<file path="config.mk">
export PLATFORM = sky130hd
export DESIGN_NAME = sea_iter_core_flat
export DESIGN_NICKNAME = d
export VERILOG_FILES = /design/src/rtl/sea_iter_core_pkg.sv /design/src/rtl/sea_iter_core_if.sv /design/src/rtl/sea_iter_core_round.sv /design/src/rtl/sea_iter_core.sv /design/src/flat_wrapper.sv
export SDC_FILE = /design/constraint.sdc
export NUM_CORES = 1
export LEC_CHECK = 0
export CAP_MARGIN = 30
export CORE_ASPECT_RATIO = 1.25
export CORE_MARGIN = 4
export CORE_UTILIZATION = 67
export CTS_BUF_LIST = sky130_fd_sc_hd__clkbuf_8
export CTS_CLUSTER_SIZE = 12
export DETAILED_ROUTE_END_ITERATION = 10
export DONT_BUFFER_PORTS = 1
export PLACE_DENSITY_LB_ADDON = 0.1
export SYNTH_ARGS = -nofsm -noshare
export SYNTH_HDL_FRONTEND = slang
export SYNTH_SLANG_ARGS = --single-unit
</file>
<file path="constraint.sdc">
create_clock -name clk -period 8.8 [get_ports clk]
set_input_delay 0.44 -clock clk [delete_from_list [all_inputs] [get_ports clk]]
set_output_delay 0.44 -clock clk [all_outputs]
set_load 0.01 [all_outputs]
</file>
<file path="src/rtl/sea_iter_core_pkg.sv">
`default_nettype none
// ============================================================================
// Module : sea_iter_core_pkg
// Purpose: Shared definitions for the iterative SEA cipher core: FSM state
//          encoding, mode constants, the 3-bit S-box and width-parametrised
//          rotation helpers.
// Ports  : none (package)
// Rev    : 1.0  initial release
// ============================================================================
package sea_iter_core_pkg;

  // Rotation helpers work on a wide carrier vector; callers zero-extend their
  // operand into it and truncate the result back to their own width.
  localparam int MAX_W = 256;
  typedef logic [MAX_W-1:0] wide_t;

  typedef enum logic [1:0] {
    IDLE = 2'd0,
    RUN  = 2'd1,
    DONE = 2'd2
  } state_t;

  localparam logic MODE_ENC = 1'b0;
  localparam logic MODE_DEC = 1'b1;

  function automatic logic [2:0] sbox3(input logic [2:0] x);
    logic [2:0] y;
    case (x)
      3'd0:    y = 3'd0;
      3'd1:    y = 3'd5;
      3'd2:    y = 3'd6;
      3'd3:    y = 3'd7;
      3'd4:    y = 3'd4;
      3'd5:    y = 3'd3;
      3'd6:    y = 3'd1;
      default: y = 3'd2;
    endcase
    return y;
  endfunction

  // Rotate the low w bits of x left by n (n may be any integer, taken mod w).
  // Bits of x above w must be zero; bits of the result above w are zero.
  function automatic wide_t rotl(input wide_t x, input int w, input int n);
    wide_t mask;
    wide_t y;
    int    amt;
    amt  = ((n % w) + w) % w;
    mask = '1;
    mask = mask >> (MAX_W - w);
    y    = (x << amt) | (x >> (w - amt));
    return y & mask;
  endfunction

  function automatic wide_t rotr(input wide_t x, input int w, input int n);
    return rotl(x, w, -n);
  endfunction

  function automatic wide_t rot1(input wide_t x, input int w);
    return rotl(x, w, 1);
  endfunction

  function automatic wide_t rotw(input wide_t x, input int w, input int word_w);
    return rotl(x, w, word_w);
  endfunction

  function automatic wide_t rotwr(input wide_t x, input int w, input int word_w);
    return rotr(x, w, word_w);
  endfunction

endpackage
`default_nettype wire

</file>
<file path="src/rtl/sea_iter_core_if.sv">
`default_nettype none
// ============================================================================
// Module : sea_iter_core_if
// Purpose: Valid/ready bus of the SEA cipher core (input block side, result
//          side and busy status).
// Ports  : in_valid/in_ready/in_mode/in_l/in_r/in_key   block request
//          out_valid/out_ready/out_l/out_r              result
//          busy                                          core occupied
//          modport slave  = core side, modport master = requester side
// Rev    : 1.0  initial release
// ============================================================================
interface sea_iter_core_if #(
  parameter int HALF_W = 48
);
  logic              in_valid;
  logic              in_ready;
  logic              in_mode;
  logic [HALF_W-1:0] in_l;
  logic [HALF_W-1:0] in_r;
  logic [HALF_W-1:0] in_key;
  logic              out_valid;
  logic              out_ready;
  logic [HALF_W-1:0] out_l;
  logic [HALF_W-1:0] out_r;
  logic              busy;

  modport slave (
    input  in_valid, in_mode, in_l, in_r, in_key, out_ready,
    output in_ready, out_valid, out_l, out_r, busy
  );

  modport master (
    output in_valid, in_mode, in_l, in_r, in_key, out_ready,
    input  in_ready, out_valid, out_l, out_r, busy
  );
endinterface
`default_nettype wire

</file>
<file path="src/rtl/sea_iter_core_round.sv">
`default_nettype none
// ============================================================================
// Module : sea_iter_core_round
// Purpose: One combinational SEA Feistel round, encrypt or decrypt.
// Ports  : mode         0 = encrypt, 1 = decrypt
//          a, b         current left / right halves
//          k            round key
//          l_nxt, r_nxt next left / right halves
// Rev    : 1.0  initial release
// ============================================================================
module sea_iter_core_round
  import sea_iter_core_pkg::*;
#(
  parameter int HALF_W = 48,
  parameter int WORD_W = 8
) (
  input  logic              mode,
  input  logic [HALF_W-1:0] a,
  input  logic [HALF_W-1:0] b,
  input  logic [HALF_W-1:0] k,
  output logic [HALF_W-1:0] l_nxt,
  output logic [HALF_W-1:0] r_nxt
);

  logic [HALF_W-1:0] w_f_in;
  logic [HALF_W-1:0] w_s;
  logic [HALF_W-1:0] w_f;

  // Decrypt mixes the key into the left half, encrypt into the right half;
  // the F function itself (S-box then 1-bit rotate) is shared.
  assign w_f_in = (mode == MODE_DEC) ? (a ^ k) : (b ^ k);

  generate
    for (genvar gi = 0; gi < HALF_W / 3; gi++) begin : g_sbox
      assign w_s[3*gi +: 3] = sbox3(w_f_in[3*gi +: 3]);
    end
  endgenerate

  assign w_f = HALF_W'(rot1(wide_t'(w_s), HALF_W));

  always_comb begin
    l_nxt = b;
    r_nxt = a;
    if (mode == MODE_DEC) begin
      l_nxt = HALF_W'(rotw(wide_t'(w_f ^ b), HALF_W, WORD_W));
      r_nxt = a;
    end else begin
      l_nxt = b;
      r_nxt = HALF_W'(rotwr(wide_t'(a), HALF_W, WORD_W)) ^ w_f;
    end
  end

endmodule
`default_nettype wire

</file>
<file path="src/rtl/sea_iter_core.sv">
`default_nettype none
// ============================================================================
// Module : sea_iter_core
// Purpose: Iterative SEA Feistel cipher engine. Accepts one block at a time,
//          runs NUM_ROUNDS rounds at UNROLL rounds per clock, then holds the
//          result until the consumer takes it.
// Ports  : clk   clock, rising edge
//          rst   asynchronous reset, active-high
//          bus   sea_iter_core_if.slave (request, result, busy)
// Rev    : 1.0  initial release
// ============================================================================
module sea_iter_core
  import sea_iter_core_pkg::*;
#(
  parameter int HALF_W     = 48,
  parameter int WORD_W     = 8,
  parameter int NUM_ROUNDS = 16,
  parameter int UNROLL     = 1,
  parameter int KEY_ROT    = 1
) (
  input  logic            clk,
  input  logic            rst,
  sea_iter_core_if.slave  bus
);

  localparam int c_ctr_w    = $clog2(NUM_ROUNDS + 1);
  localparam int c_kstep    = (UNROLL * KEY_ROT) % HALF_W;
  localparam int c_dec_init = ((NUM_ROUNDS - 1) * KEY_ROT) % HALF_W;

  state_t             r_state;
  logic [c_ctr_w-1:0] r_ctr;
  logic [HALF_W-1:0]  r_l;
  logic [HALF_W-1:0]  r_r;
  logic [HALF_W-1:0]  r_key;
  logic               r_mode;
  logic [HALF_W-1:0]  r_out_l;
  logic [HALF_W-1:0]  r_out_r;
  logic               r_out_valid;
  logic               r_in_ready;
  logic               r_busy;

  logic [HALF_W-1:0]  w_a [0:UNROLL];
  logic [HALF_W-1:0]  w_b [0:UNROLL];
  logic [HALF_W-1:0]  w_k [0:UNROLL-1];
  logic [HALF_W-1:0]  w_key_nxt;
  logic [HALF_W-1:0]  w_key_load;
  logic [c_ctr_w-1:0] w_ctr_nxt;

  // r_key always holds the key of round r_ctr, so each unrolled stage only
  // needs a fixed rotation of it: forward for encrypt (key rotates left as
  // rounds advance), backward for decrypt (schedule is walked in reverse).
  assign w_a[0] = r_l;
  assign w_b[0] = r_r;

  generate
    for (genvar gs = 0; gs < UNROLL; gs++) begin : g_stage
      localparam int c_off = (gs * KEY_ROT) % HALF_W;

      assign w_k[gs] = (r_mode == MODE_DEC)
                     ? HALF_W'(rotr(wide_t'(r_key), HALF_W, c_off))
                     : HALF_W'(rotl(wide_t'(r_key), HALF_W, c_off));

      sea_iter_core_round #(
        .HALF_W (HALF_W),
        .WORD_W (WORD_W)
      ) u_round (
        .mode  (r_mode),
        .a     (w_a[gs]),
        .b     (w_b[gs]),
        .k     (w_k[gs]),
        .l_nxt (w_a[gs+1]),
        .r_nxt (w_b[gs+1])
      );
    end
  endgenerate

  assign w_key_nxt = (r_mode == MODE_DEC)
                   ? HALF_W'(rotr(wide_t'(r_key), HALF_W, c_kstep))
                   : HALF_W'(rotl(wide_t'(r_key), HALF_W, c_kstep));

  // Decrypt starts from the last encrypt round key.
  assign w_key_load = (bus.in_mode == MODE_DEC)
                    ? HALF_W'(rotl(wide_t'(bus.in_key), HALF_W, c_dec_init))
                    : bus.in_key;

  assign w_ctr_nxt = r_ctr + c_ctr_w'(UNROLL);

  always_ff @(posedge clk or posedge rst) begin
    if (rst) begin
      r_state     <= IDLE;
      r_ctr       <= '0;
      r_l         <= '0;
      r_r         <= '0;
      r_key       <= '0;
      r_mode      <= MODE_ENC;
      r_out_l     <= '0;
      r_out_r     <= '0;
      r_out_valid <= 1'b0;
      r_in_ready  <= 1'b1;
      r_busy      <= 1'b0;
    end else begin
      case (r_state)
        IDLE: begin
          if (bus.in_valid) begin
            r_l        <= bus.in_l;
            r_r        <= bus.in_r;
            r_key      <= w_key_load;
            r_mode     <= bus.in_mode;
            r_ctr      <= '0;
            r_state    <= RUN;
            r_in_ready <= 1'b0;
            r_busy     <= 1'b1;
          end
        end
        RUN: begin
          r_l   <= w_a[UNROLL];
          r_r   <= w_b[UNROLL];
          r_key <= w_key_nxt;
          r_ctr <= w_ctr_nxt;
          if (w_ctr_nxt == c_ctr_w'(NUM_ROUNDS)) begin
            r_out_l     <= w_a[UNROLL];
            r_out_r     <= w_b[UNROLL];
            r_out_valid <= 1'b1;
            r_state     <= DONE;
          end
        end
        DONE: begin
          if (bus.out_ready) begin
            r_out_valid <= 1'b0;
            r_in_ready  <= 1'b1;
            r_busy      <= 1'b0;
            r_state     <= IDLE;
          end
        end
        default: begin
          r_out_valid <= 1'b0;
          r_in_ready  <= 1'b1;
          r_busy      <= 1'b0;
          r_state     <= IDLE;
        end
      endcase
    end
  end

  assign bus.in_ready  = r_in_ready;
  assign bus.out_valid = r_out_valid;
  assign bus.out_l     = r_out_l;
  assign bus.out_r     = r_out_r;
  assign bus.busy      = r_busy;

endmodule
`default_nettype wire

</file>
<file path="src/flat_wrapper.sv">
// flat-port wrapper written by rule: the top's interface ports become plain ports
module sea_iter_core_flat import sea_iter_core_pkg::*;
#(
  parameter int HALF_W     = 48,
  parameter int WORD_W     = 8,
  parameter int NUM_ROUNDS = 16,
  parameter int UNROLL     = 1,
  parameter int KEY_ROT    = 1
)
  (clk, rst, bus_in_valid, bus_in_mode, bus_in_l, bus_in_r, bus_in_key, bus_out_ready, bus_in_ready, bus_out_valid, bus_out_l, bus_out_r, bus_busy);
  sea_iter_core_if #(.HALF_W(HALF_W)) bus_i ();
  input  logic clk;
  input  logic rst;
  input wire logic [$bits(bus_i.in_valid)-1:0] bus_in_valid;
  input wire logic [$bits(bus_i.in_mode)-1:0] bus_in_mode;
  input wire logic [$bits(bus_i.in_l)-1:0] bus_in_l;
  input wire logic [$bits(bus_i.in_r)-1:0] bus_in_r;
  input wire logic [$bits(bus_i.in_key)-1:0] bus_in_key;
  input wire logic [$bits(bus_i.out_ready)-1:0] bus_out_ready;
  output wire logic [$bits(bus_i.in_ready)-1:0] bus_in_ready;
  output wire logic [$bits(bus_i.out_valid)-1:0] bus_out_valid;
  output wire logic [$bits(bus_i.out_l)-1:0] bus_out_l;
  output wire logic [$bits(bus_i.out_r)-1:0] bus_out_r;
  output wire logic [$bits(bus_i.busy)-1:0] bus_busy;
  assign bus_i.in_valid = bus_in_valid;
  assign bus_i.in_mode = bus_in_mode;
  assign bus_i.in_l = bus_in_l;
  assign bus_i.in_r = bus_in_r;
  assign bus_i.in_key = bus_in_key;
  assign bus_i.out_ready = bus_out_ready;
  assign bus_in_ready = bus_i.in_ready;
  assign bus_out_valid = bus_i.out_valid;
  assign bus_out_l = bus_i.out_l;
  assign bus_out_r = bus_i.out_r;
  assign bus_busy = bus_i.busy;
  sea_iter_core #(.HALF_W(HALF_W), .WORD_W(WORD_W), .NUM_ROUNDS(NUM_ROUNDS), .UNROLL(UNROLL), .KEY_ROT(KEY_ROT)) u_core (.clk(clk), .rst(rst), .bus(bus_i));
endmodule
</file>
==> run summary, run 1 <==
PortBufs - 0
RD Place Congestion - 0.938
Placeable core area - 0.0245 sq mm
Crit end category - register
Layout area overhead - 5.46%
Chip Height - 184 microns
Synth area leader - dfrtp_1
CTS Buf Count - 42
Pin count of the biggest net entering global routing - 169
Asr flop ratio synth - 100%
Final setup violating endpoints - 0
DR vias - 13900
Final design instance area without fill - 0.0176 sq mm
Vias in the first global route - 13500
Max-slew headroom - 34.9%
Flop pwr share - 29.8%
Synth Register Bits - 251
Final non-filler cell total - 1983
Syn_area_per_cell - 9.82 sq um
Sequential-to-total area share from yosys stat - 37.6%
Number of warnings issued by yosys - 0
CTS tree - built
Layout Nets - 1764
Crit path DAT - 4.39 ns
Crit path launch type - register
Worst Skew - 0.0253 ns
Final Core Density - 71.9%
Synthesized instance count - 1700
Period utilization - 45.3%
Status - finished, final reports clean
Worst path required time - 9.21 ns
Worst-margin pin slew - 0.976 ns
CTS resizes - 0
Die ar. - 0.0275 sq mm
Clk_lat worst skew - 0.57 ns
ANT nets after route - 0
Initial DRC count - 1460
Ranking of synthesized cells by area - dfrtp_1 (37%), mux2i_1 (9.8%), xnor3_1 (7.7%)
Via density - 7.02
Max clock buf depth - 3
Net Sw Frac - 48.8%
Worst VDD drop - 0.287 mV
Htree depth - 2
LEAKAGE - 0.00750 uW
Internal power - 4690 uW
Peak Freq - 251 MHz
Die Wd - 149 microns
Min cycle time layout - 3.99 ns
Clock-pin slew on the worst setup and hold paths - 0.06 ns
Max-cap violations - 0
Most used DFF post-synth - dfrtp_1
Drt first pass iters - 7
Initial antenna violation count - 8
Site Rows - 64
Synthesized net count - 1850
Clock power frac - 12.2%
Psw - 4470 uW
Wire per inst - 27.1 microns
GRT Overall Usage - 38.3%
CTS root buf - clkbuf_8
DP Area - 0.0167 sq mm
Final hold slack - 0.0251 ns
Initial Utilization - 68.1%
Total grt overflow - 0
Final HPWL from detailed placement - 37300 microns
DRC - 0
Setup TNS - 0 ns
Top-level port count - 248
Kind of critical path - reg2reg
First-pass GRT wire length - 80600 microns
Placed Cells - 1899
Comb pwr share - 58.0%
Layout cells sized above 1 - 7.35%
RSZ-0062 raised after global routing - no
Most frequent cell after synthesis - dfrtp_1
Hold WC Path Type - in2reg
Critical Path Fanout Max - 168
Clk sinks - 251
Max Slew Vio Count - 0
Post-synth EDFFs - 0
Routed WL - 53800 microns
Pwr dens - 520 mW/mm^2
Post-synth design cell area - 0.0167 sq mm
Yosys cell types - 50
Yosys top cell area share - 37.5%
Final hold violation count - 0
Synth top cells by count - dfrtp_1 (250), o21ai_0 (175), mux2i_1 (163)
==> path summary, 6_finish.rpt <==
kind                                                   from                               to  slack [ns]  cells past startpoint
worst max-delay path              u_core.r_mode$_DFFE_PP0P_        u_core.r_r[2]$_DFFE_PP0P_        4.81                      7
worst min-delay path                          bus_out_ready  u_core.bus.in_ready$_DFFE_PP1P_        0.03                      2
worst max register to register    u_core.r_mode$_DFFE_PP0P_        u_core.r_r[2]$_DFFE_PP0P_        4.81                      7
worst min register to register  u_core.r_ctr[2]$_DFFE_PP0P_      u_core.r_ctr[2]$_DFFE_PP0P_        0.52                      1
max in group asynchronous                               rst        u_core.r_r[7]$_DFFE_PP0P_        6.77                      3
min in group asynchronous                               rst       u_core.r_l[31]$_DFFE_PP0P_        0.60                      2
==> cell families (layout without fill, tap and decap cells) <==
family / Yosys count / after routing / share of synthesized area (%)
AOI/OAI and AO/OA: 559 / 559 / 21.7
xor gates and xnor gates: 186 / 186 / 15.4
adders and majority gates: 1 / 1 / 0.0749
buffers and inverters: 149 / 96 / 3.72
DFF: 251 / 251 / 37.6
muxes: 174 / 174 / 11.2
other: 0 / 6 / 0
and+or+nand+nor: 380 / 380 / 10.3
==> what timing repair did <==
action	CTS	global route
setup buffers	0	0
endpoints found under the hold margin	55	0
hold buffers	1	0
endpoints found under the setup margin	0	0
==> metrics by stage <==
step | power, uW | setup WS [ns]
2_1_floorplan | 6550 | 1.46
3_3_place_gp | 7730 | 5.00
3_5_place_dp | 7900 | 4.94
4_1_cts | 9040 | 4.94
5_1_grt | 9690 | 4.62
6_report | 9160 | 4.81
==> cell usage in the layout (no fill, tap or decap), types with 11 or more instances in the layout <==
cell	count
dfrtp_1	249
a31oi_1	46
xnor2_1	40
o22a_1	14
clkbuf_8	48
nand3_1	34
mux2i_1	163
o22ai_1	28
nor2b_1	17
a21boi_0	32
nor3_1	33
xor2_1	73
a32o_1	18
xnor3_1	57
o211ai_1	72
a21oi_1	47
a22oi_1	55
and2_1	20
o21ai_0	175
or3_1	14
a21o_1	13
inv_1	23
o31ai_1	38
nand2_1	162
buf_4	11
a31o_2	13
nor2_1	70
==> final cells by class <==
class / instances / area [sq um]
multi-input combinational: 1300 / 9840
timing repair buffer: 15 / 153
antenna: 6 / 15.0
clock inverter: 29 / 221
clock buffer: 48 / 661
inverter: 4 / 22.5
tap: 330 / 413
fill: 1880 / 6900
sequential: 251 / 6290
==> flip-flops by register name (all words and copies together) (netlist names) <==
name                  flops
u_core.r_r               48
u_core.bus.out_valid      1
u_core.r_mode             1
u_core.r_state            2
u_core.r_l               48
u_core.r_key             48
u_core.r_ctr              5
u_core.bus.out_r         48
u_core.bus.in_ready       1
u_core.bus.busy           1
u_core.bus.out_l         48
==> metal layers <==
metal	global-route usage, %	routed length (microns)
met2	60.2	25200
met3	8.85	5420
met5	0	22
met4	23.5	3790
met1	48.3	19400
==> power groups by stage <==
stage	Clock, uW	Sequential (uW)	Combinational (uW)
after floorplan	0	2200	4350
after global placement	0	2700	5030
after detailed placement	0	2720	5180
after CTS	1120	2700	5210
after global routing	1170	2770	5750
final	1120	2730	5310
==> worst max-delay path, cell delays in order, from the launching register on <==
cell and delay [ns]:
dfrtp_4 0.70, buf_12 0.63, buf_4 0.78, mux2i_1 0.52
xnor2_1 0.24, mux2i_1 0.45, xor2_1 0.23, o21ai_0 0.13
(Power assumes the default switching activity.)
==> inputs of run 2 (changes only) <==
==> constraint.sdc (replaced) <==
create_clock -name clk -period 4 [get_ports clk]
set_input_delay 0.2 -clock clk [delete_from_list [all_inputs] [get_ports clk]]
set_output_delay 0.2 -clock clk [all_outputs]
set_load 0.01 [all_outputs]
==> run summary, run 2 (same netlist as run 1, synthesis figures left out) <==
ANT nets after route - 0
Setup TNS - 0 ns
Hold depth - 4
Period utilization - 73.7%
Worst VDD drop - 0.629 mV
Htree depth - 2
Commonest non-fill, non-tap cell in the layout - dfrtp_1
GRT Overall Usage - 40.4%
Launching point of the worst reg2reg path - u_core.r_mode$_DFFE_PP0P_
DRC - 0
Met3 GRT Util - 8.51%
M1 GR Usage - 50.3%
DR vias - 14800
Final HPWL from detailed placement - 37900 microns
Layout area overhead - 14.6%
Site Rows - 64
Reg2reg setup slack - 1.05 ns
RD Place Congestion - 0.957
LEAKAGE - 0.00811 uW
Initial antenna violation count - 0
Pwr dens - 1070 mW/mm^2
Peak Freq - 339 MHz
FF-to-FF path depth - 6
Most frequent cells in the layout - dfrtp_1 (249), o21ai_0 (175), mux2i_1 (163)
Top-level port count - 248
RSZ-0062 raised after global routing - no
Met2 Use GR - 64.0%
Placed Cells - 1905
Die ar. - 0.0275 sq mm
Crit path launch type - register
Layout cells sized above 1 - 7.49%
CTS root buf - clkbuf_8
Max-slew headroom - 38.3%
Worst R2R End - u_core.bus.out_l[22]$_DFFE_PP0P_
Hold WC Path Type - in2reg
Initial Utilization - 68.1%
Max Slew Vio Count - 0
Worst-margin pin slew - 0.924 ns
Kind of critical path - reg2reg
Final non-filler cell total - 2121
Crit end category - register
Worst Skew - 0.0249 ns
Final setup violating endpoints - 0
PortBufs - 0
Area of the multi-input gates - 0.00984 sq mm
Max-cap violations - 0
Drt first pass iters - 8
Max clock buf depth - 3
Hold path start - bus_in_key[31]
Final hold violation count - 0
Hold Path Sink - u_core.r_key[31]$_DFFE_PP0P_
Final WS setup - 1.05 ns
Pin count of the biggest net entering global routing - 155
Layout fillers - 1642
Reg area - 0.00629 sq mm
CTS resizes - 0
Routed WL - 56600 microns
Placeable core area - 0.0245 sq mm
Clk sinks - 251
Worst path required time - 4.38 ns
Layout Nets - 1910
Crit path DAT - 3.33 ns
Place WS - 1.15 ns
Clock-pin slew on the worst setup and hold paths - 0.07 ns
GR peak layer - met2
Clk_lat worst skew - 0.56 ns
Chip Height - 184 microns
Vias in the first global route - 14700
Critical Path Fanout Max - 80
Total grt overflow - 0
First-pass GRT wire length - 85700 microns
Wire per inst - 26.7 microns
CTS tree - built
Initial DRC count - 1536
Min cycle time layout - 2.95 ns
Die Wd - 149 microns
Status - finished, final reports clean
Via density - 6.99
CTS Buf Count - 42
run 2: worst max-delay path by stage:
stage / from / to / cells after the start
floorplan: rst / u_core.bus.busy$_DFFE_PP0P_ / 1
global route: u_core.r_mode$_DFFE_PP0P_ / u_core.bus.out_l[10]$_DFFE_PP0P_ / 7
detailed placement: u_core.r_mode$_DFFE_PP0P_ / u_core.bus.out_r[2]$_DFFE_PP0P_ / 7
CTS: u_core.r_mode$_DFFE_PP0P_ / u_core.bus.out_r[2]$_DFFE_PP0P_ / 6
global placement: u_core.r_mode$_DFFE_PP0P_ / u_core.bus.out_r[2]$_DFFE_PP0P_ / 6
finish: u_core.r_mode$_DFFE_PP0P_ / u_core.bus.out_l[22]$_DFFE_PP0P_ / 6
run 2: layer usage:
layer,routed length (microns),vias up
met4,4470,0
met5,0,-
met2,26500,981
met3,5460,262
met1,20200,7187
li1,-,6404
run 2: area by class of cell:
class / count / area share (%)
clock inverters: 17 / 0.523
repair buffers: 161 / 8.84
flip-flops and latches: 251 / 32.9
multi-input cells: 1300 / 51.4
well taps: 330 / 2.16
inverters: 4 / 0.0981
diodes: 1 / 0.0131
clock buffers: 57 / 4.10
run 2: power by group:
part | leakage [uW] | internal (uW) | total (uW) | switching [uW]
Sequential | 0.00316 | 3750 | 6060 | 2310
Clock | 0.000496 | 1330 | 2410 | 1080
Combinational | 0.00445 | 5380 | 11900 | 6560
Total | 0.00811 | 10500 | 20400 | 9950
run 2: repair_timing:
item	4_1_cts	5_1_grt
endpoints found under the hold margin	374	0
hold buffers	140	0
setup buffers	0	0
run 2: per-stage QoR:
step / util (%) / power, uW / cell area (sq um) / hold WS, ns
after floorplan: - / 14400 / 16700 / 0.333
after global placement: 68.6 / 17200 / 16800 / 0.308
after detailed placement: 68.6 / 17500 / 16800 / 0.314
after CTS: 78.0 / 20100 / 19100 / 0.000517
after global routing: 78.1 / 21600 / 19100 / 0.0200
final: 78.1 / 20400 / 19100 / 0.0120
run 2: worst max-delay path: stages, from the launching register on:
cell and delay (ns):
dfrtp_4 0.77, buf_12 0.41, mux2i_1 0.50, xnor2_1 0.25
mux2i_1 0.40, xor2_1 0.26, o21ai_0 0.12
==> inputs of run 3 (changes only) <==
==> constraint.sdc (replaced) <==
create_clock -name clk -period 2.9 [get_ports clk]
set_input_delay 0.145 -clock clk [delete_from_list [all_inputs] [get_ports clk]]
set_output_delay 0.145 -clock clk [all_outputs]
set_load 0.01 [all_outputs]
==> run summary, run 3 (same netlist as run 1, synthesis figures left out) <==
Layout cells sized above 1 - 9.38%
Placed Cells - 1942
Crit path launch type - register
GRT Overall Usage - 44.6%
Final setup violating endpoints - 0
Final HPWL from detailed placement - 40000 microns
Kind of critical path - reg2reg
Max-slew headroom - 32.5%
Crit path DAT - 3.16 ns
Min cycle time layout - 2.75 ns
# Post-CTS Setup Buffers - 0
Initial DRC count - 2007
Most used cell along the critical path - mux2i_1
Initial antenna violation count - 7
Die ar. - 0.0275 sq mm
Layout fillers - 1524
Worst-margin pin slew - 1.01 ns
Wire per inst - 28.4 microns
RSZ-0062 raised after global routing - no
Placeable core area - 0.0245 sq mm
Worst VDD drop - 0.859 mV
Reg2reg setup slack - 0.15 ns
Pin count of the biggest net entering global routing - 155
Routed WL - 62300 microns
Total grt overflow - 0
# hold bufs at CTS - 168
Die Wd - 149 microns
Final hold violation count - 0
Site Rows - 64
Layout area overhead - 18.7%
Top-level port count - 248
CTS root buf - clkbuf_8
Peak Freq - 364 MHz
DR vias - 15800
Layout Nets - 1974
CTS Buf Count - 42
RD Place Congestion - 0.953
Max Slew Vio Count - 0
Final design instance area without fill - 0.0198 sq mm
Max clock buf depth - 3
Final Core Density - 80.9%
Critical Path Fanout Max - 30
DP Area - 0.0172 sq mm
Period utilization - 94.8%
Via density - 7.22
Initial Utilization - 68.1%
Place WS - 0.296 ns
Psw - 14400 uW
Critical-path top delay cell - dfrtp_4
Vias in the first global route - 16100
PortBufs - 0
Most frequent cells in the layout - dfrtp_1 (249), o21ai_0 (175), dlygate4sd3_1 (167)
Final WS setup - 0.151 ns
Final non-filler cell total - 2191
CTS resizes - 0
Worst path cell trace - buf_12 > mux2i_1 > buf_4 > xnor2_1 > mux2i_1 > xor2_1 > o211ai_1
Drt first pass iters - 6
Worst Skew - 0.0235 ns
Worst Path Buf+Inv - 2
First-pass GRT wire length - 93900 microns
Pwr dens - 1480 mW/mm^2
Htree depth - 2
Clk_lat worst skew - 0.57 ns
CP max stage delay - 0.65 ns
Worst path required time - 3.31 ns
Reg area - 0.00629 sq mm
LEAKAGE - 0.00846 uW
Hold WC Path Type - in2reg
Chip Height - 184 microns
Clock-pin slew on the worst setup and hold paths - 0.07 ns
Internal power - 14900 uW
ANT nets after route - 0
Status - finished, final reports clean
Crit end category - register
Max-cap violations - 0
Largest delay contributor family on the critical path - multiplexers
CTS tree - built
Comb pwr share - 59.7%
Area of the multi-input gates - 0.00984 sq mm
Clock power frac - 12.0%
DRC - 0
Net Sw Frac - 49.2%
Clk sinks - 251
Commonest non-fill, non-tap cell in the layout - dfrtp_1
Flop pwr share - 28.3%
==> run 3: worst paths after layout <==
| check | startpoint | endpoint | cells past startpoint |
|---|---|---|---|
| max in group asynchronous | rst | u_core.r_key[36]$_DFFE_PP0P_ | 3 |
| min in group asynchronous | rst | u_core.r_l[28]$_DFFE_PP0P_ | 2 |
| max reg2reg | u_core.r_mode$_DFFE_PP0P_ | u_core.bus.out_r[2]$_DFFE_PP0P_ | 7 |
| min | bus_in_mode | u_core.r_mode$_DFFE_PP0P_ | 3 |
| min reg2reg | u_core.r_ctr[4]$_DFFE_PP0P_ | u_core.r_ctr[4]$_DFFE_PP0P_ | 1 |
| max | u_core.r_mode$_DFFE_PP0P_ | u_core.bus.out_r[2]$_DFFE_PP0P_ | 7 |
==> run 3: area by class of cell <==
type / instances / share of cell area, %
tap: 330 / 2.08
sequential: 251 / 31.7
clock buffer: 57 / 3.96
inverter: 4 / 0.0947
antenna: 5 / 0.0631
timing repair buffer: 225 / 11.7
clock inverter: 19 / 0.682
multi-input combinational: 1300 / 49.6
==> run 3: metal layers <==
layer / global-route usage [%] / part of all wire (%) / wire length [microns]
met3: 14.4 / 13 / 7860
met4: 34.1 / 9.9 / 6140
met5: 0 / 0.039 / 24
met1: 51.0 / 32 / 19800
met2: 69.7 / 46 / 28400
==> run 3: worst register-to-register path, cell delays in order, from the launching register on <==
cell	delay, ns
dfrtp_4	0.65
buf_12	0.27
mux2i_1	0.32
buf_4	0.19
xnor2_1	0.19
mux2i_1	0.58
xor2_1	0.26
o211ai_1	0.13
==> run 3: power by group through the flow <==
stage | Combinational, uW | Sequential (uW) | Clock (uW)
global route | 18800 | 8350 | 3640
finish | 17500 | 8300 | 3510
detailed placement | 16500 | 8130 | 0
global placement | 16000 | 8110 | 0
CTS | 16800 | 8100 | 3470
floorplan | 13200 | 6690 | 0
==> run 3: through the flow <==
stage / hold WS (ns) / setup TNS, ns / power [uW]
after floorplan: 0.278 / -136.47 / 19900
after global placement: 0.235 / 0 / 24100
after detailed placement: 0.241 / 0 / 24600
after CTS: 0.00128 / 0 / 28400
after global routing: 0.0562 / 0 / 30800
final: 0.0323 / 0 / 29300
